$ cat src/rtl/alu.sv
// Execute-stage 32-bit integer ALU: combinational result for bypass/memory stage,
// plus a registered copy of the last result for debug and trace.

package Bundle;

    typedef enum logic [3:0] {
        ALU_ADD   = 4'd0,
        ALU_SUB   = 4'd1,
        ALU_SLL   = 4'd2,
        ALU_SRL   = 4'd3,
        ALU_SRA   = 4'd4,
        ALU_AND   = 4'd5,
        ALU_OR    = 4'd6,
        ALU_XOR   = 4'd7,
        ALU_SLT   = 4'd8,
        ALU_SLTU  = 4'd9,
        ALU_COPY1 = 4'd10,
        ALU_COPY2 = 4'd11
    } AluFun;

    typedef struct packed {
        logic [31:0] op1;
        logic [31:0] op2;
        AluFun       fun;
    } AluIn;

    typedef struct packed {
        logic [31:0] data;
        logic [31:0] data_q;
    } AluOut;

endpackage

module alu
    import Bundle::*;
(
    input  logic  clk,
    input  logic  reset,
    input  AluIn  alu_in,
    output AluOut alu_out
);

    logic [31:0] data_s;
    logic [31:0] data_r;
    logic [4:0]  shamt_s;

    assign shamt_s = alu_in.op2[4:0];

    // Result select; codes 12-15 fall to the default and yield zero.
    always_comb begin
        data_s = 32'h0000_0000;
        case (alu_in.fun)
            ALU_ADD:   data_s = alu_in.op1 + alu_in.op2;
            ALU_SUB:   data_s = alu_in.op1 - alu_in.op2;
            ALU_SLL:   data_s = alu_in.op1 << shamt_s;
            ALU_SRL:   data_s = alu_in.op1 >> shamt_s;
            ALU_SRA:   data_s = $unsigned($signed(alu_in.op1) >>> shamt_s);
            ALU_AND:   data_s = alu_in.op1 & alu_in.op2;
            ALU_OR:    data_s = alu_in.op1 | alu_in.op2;
            ALU_XOR:   data_s = alu_in.op1 ^ alu_in.op2;
            ALU_SLT:   data_s = {31'b0, ($signed(alu_in.op1) < $signed(alu_in.op2))};
            ALU_SLTU:  data_s = {31'b0, (alu_in.op1 < alu_in.op2)};
            ALU_COPY1: data_s = alu_in.op1;
            ALU_COPY2: data_s = alu_in.op2;
            default:   data_s = 32'h0000_0000;
        endcase
    end

    // Trace copy of the result; reset takes priority over capture.
    always_ff @(posedge clk) begin
        if (reset) begin
            data_r <= 32'h0000_0000;
        end else begin
            data_r <= data_s;
        end
    end

    assign alu_out = '{data: data_s, data_q: data_r};

endmodule

$ cat config.mk
export PLATFORM = sky130hd
export DESIGN_NAME = alu
export DESIGN_NICKNAME = d
export VERILOG_FILES = /design/src/rtl/alu.sv
export SDC_FILE = /design/constraint.sdc
export NUM_CORES = 1
export LEC_CHECK = 0
export CELL_PAD_IN_SITES_DETAIL_PLACEMENT = 0
export CELL_PAD_IN_SITES_GLOBAL_PLACEMENT = 1
export CORE_MARGIN = 5
export CORE_UTILIZATION = 42
export DETAILED_ROUTE_END_ITERATION = 7
export GPL_TIMING_DRIVEN = 0
export HOLD_SLACK_MARGIN = 0.08
export PLACE_DENSITY_LB_ADDON = 0.1
export SLEW_MARGIN = 25
export SYNTH_ARGS = -nofsm -noshare
export SYNTH_HDL_FRONTEND = slang
export SYNTH_SLANG_ARGS = --single-unit
export TNS_END_PERCENT = 1
$ cat constraint.sdc
create_clock -name clk -period 4.9 [get_ports clk]
set_input_delay 0.735 -clock clk [delete_from_list [all_inputs] [get_ports clk]]
set_output_delay 0.735 -clock clk [all_outputs]
set_load 0.02 [all_outputs]
==> results of run 1 <==
-- cell type report --
class / count / share of cell area
Clock inverter: 2 / 0.00273
Clock buffer: 6 / 0.0100
Tap cell: 324 / 0.0316
Sequential cell: 32 / 0.0499
Timing Repair Buffer: 143 / 0.105
Buffer: 116 / 0.0494
Multi-Input combinational cell: 1229 / 0.721
Inverter: 102 / 0.0306
-- report_power, final --
group,total (mW),internal [mW],switching (mW),leakage (nW)
Sequential,0.288,0.283,0.00504,0.263
Combinational,1.64,0.573,1.07,4.97
Clock,0.399,0.241,0.158,0.0808
-- layout by cell type, fill, tap and decap left out, types with 13 or more instances in the layout --
master / instances
nor2_1: 161
a21oi_1: 130
nand2_1: 108
inv_1: 98
ha_1: 95
o21ai_0: 86
clkdlybuf4s50_1: 76
clkbuf_1: 57
mux2i_1: 50
mux4_2: 32
nand3_1: 32
dfxtp_1: 32
nor3_1: 28
buf_4: 27
and2_1: 26
mux2_2: 25
a211oi_1: 25
dlygate4sd2_1: 25
o211ai_1: 22
o22ai_1: 22
buf_2: 20
a31oi_1: 18
a221oi_1: 17
clkbuf_2: 16
o31ai_1: 15
a211o_1: 15
nand4_1: 15
o21bai_1: 14
a22oi_1: 13
xnor2_1: 13
-- per-stage QoR --
stage,util,worst slack [ns]
5_1_grt,0.530,-0.281
6_report,0.530,-0.207
4_1_cts,0.527,-0.0501
3_3_place_gp,0.496,-2.02
3_5_place_dp,0.497,-1.96
2_1_floorplan,-,0.323
-- how the worst min path moves through the flow --
stage,start,endpoint,slack (ns),cells past startpoint
floorplan,reset,data_r[21]$_SDFF_PP0_,1.04,2
global placement,reset,data_r[30]$_SDFF_PP0_,1.19,2
detailed placement,reset,data_r[0]$_SDFF_PP0_,1.19,2
CTS,reset,data_r[0]$_SDFF_PP0_,0.89,2
global route,reset,data_r[0]$_SDFF_PP0_,0.94,2
finish,reset,data_r[21]$_SDFF_PP0_,0.89,2
-- synthesized netlist by cell type, drive strengths merged, types with 32 or more instances --
| library cell | number |
|---|---|
| inv | 99 |
| mux2i | 57 |
| o21ai | 99 |
| nor3 | 38 |
| nor2 | 165 |
| dfxtp | 32 |
| clkbuf | 69 |
| nand2 | 108 |
| a21oi | 138 |
| mux4 | 32 |
| ha | 99 |
| nand3 | 34 |
| buf | 47 |
-- per-layer routing --
| metal | GRT usage | vias to the layer above |
|---|---|---|
| met5 | 0.0139 | - |
| li1 | - | 5834 |
| met4 | 0.204 | 2 |
| met1 | 0.553 | 6562 |
| met2 | 0.616 | 1188 |
| met3 | 0.142 | 248 |
-- repair_timing --
action                     CTS  global route
gates resized for setup    196            43
pin swaps                   23             8
setup endpoints to repair   54            30
setup buffers               13             0
hold buffers                 0             0
-- kinds of logic (layout without fill, tap and decap cells) --
logic type / Yosys count / after routing / share of synthesized area
AO/OA/AOI/OAI: 531 / 531 / 0.349
AND/OR/NAND/NOR: 462 / 462 / 0.210
buffers and inverters: 218 / 369 / 0.0850
multiplexers: 114 / 114 / 0.152
adder cells (fa/ha/maj): 101 / 101 / 0.124
flip-flops: 32 / 32 / 0.0620
XOR/XNOR: 21 / 21 / 0.0178
==> qor.yml, run 1 <==
cts:
  path_clk_slew_ns: 0.08
  cts_num_sinks: 32
  cts_root_buf: "clkbuf_16"
  cts-buffers-inserted: 5
  cts_tree: "built"
  clockBufferDepth: 2
  htreeDepth: 2
synthesis:
  synth_cells: 1479
  synth_top_cell_area_share: 0.120
  async_reset_ff_frac: 0
  yosysWarnings: 0
  syn-cell-area_sq_mm: 0.0103
  ys_types: 87
  synth_area_leaders: "ha_1 12%, mux4_2 7.0%, a21oi_1 6.7%"
  avgSynthCellArea_sq_um: 6.98
  synth_edf_count: 0
  ys.flop_type: "dfxtp_1"
  synth_top_cell_by_area: "ha_1"
  synth_seq_cells: 32
  synth_seq_area_share: 0.0620
  syn_nets: 1650
critical_path:
  worst_setup_path_end_kind: "output pin"
  cp_top_family: "buffers and inverters"
  crit_chain: "clkdlybuf4s50_1 -> buf_2 -> nand2_1 -> nor4_1 -> clkbuf_1 -> o2111ai_1 -> o2111ai_1 -> nor2_1 -> o21ai_2 -> nand3_1 -> nand2_1 -> clkdlybuf4s15_2"
  max_stage_delay_ns: 0.57
  cp.required_ns: 4.16
  setup.worst_path.start_class: "input port"
  setup.worst_path.start: "alu_in[1]"
  path_max_fanout: 10
  cp.depth: 12
  worst-path-buf-inv: 4
  cp-endpoint: "alu_out[63]"
  cp_data_arrival_time_ns: 4.37
  crit_slowest_cell: "clkbuf_1"
  setup.worst_path.class: "in -> out"
detailed_routing:
  dr.pass1.iters: 8
  met1Wirelength_um: 23400
  drc: 0
  route.met2.wl_um: 25300
  first_iter_violations: 2246
  dr.max_layer_used: "met5"
  wl_per_cell_um: 31.7
  drt-vias-per-instance: 7.08
  vias: 13800
  ant_nets: 0
  finalWirelength_um: 62000
  wl_met3_um: 8990
finish:
  area_growth_pct: 24.4
  drive_above_1_share: 0.151
  top_register: "data_r"
  fin_area_sq_mm: 0.0128
  antenna_cells: 0
  largest_reg_flops: 32
  reg.largest.list: "data_r x32"
  final.fill_count: 2490
  final_cells: 1954
  seqCellArea_sq_um: 641
  nets: 1800
  multiInputGateArea_sq_mm: 0.00926
pwr:
  max-vdd-ir-drop_v: 0.000136
  p_per_area_mw_per_mm2: 181
  power_mw: 2.33
  p_leak_nw: 5.31
sta:
  setup_tns_ns: -1.75
  finalMaxSlewViolations: 0
  tightest_slew_ns: 1.19
  relSlewSlack: 0.209
  hold_ws_ns: 0.886
  fmax_ghz: 0.196
  fin_ws_ns: -0.207
  post-route-period-util: 1.04
  period_needed_ns: 5.11
  hold_viol: 0
  setup_viol: 16
  rsz0062_at_grt: "yes"
global_routing:
  grt_pass1_vias: 12900
  antenna_found_initial: 1
  grt_pass1_wl_um: 88700
  grt_max_degree: 12
  grt-ovfl-total: 0
  track_usage: 0.421
placement:
  dp_hpwl_um: 49500
  port_buffers: 130
  dp.cells: 1933
  placed_cell_area_sq_mm: 0.0121
  place_congestion: 1.17
die:
  pin_count: 134
  die_area_sq_mm: 0.0278
  core_sq_mm: 0.0242
  fp.dieW_um: 167
  num_rows: 57
  start_util: 0.426
  dieHeight_um: 167
worst_hold_path:
  hold_path_class: "in -> reg"
status:
  violations: "setup timing"
  status: "finished with violations"
run:
  maxCapViolCount: 0
No activity file was read; power rests on OpenSTA's default activity.
==> run 2: changes to the inputs <==
CTS_CLUSTER_SIZE = 20   (was default)
==> results of run 2 <==
No change in the layout: final DEF, timing and power equal those of run 1.
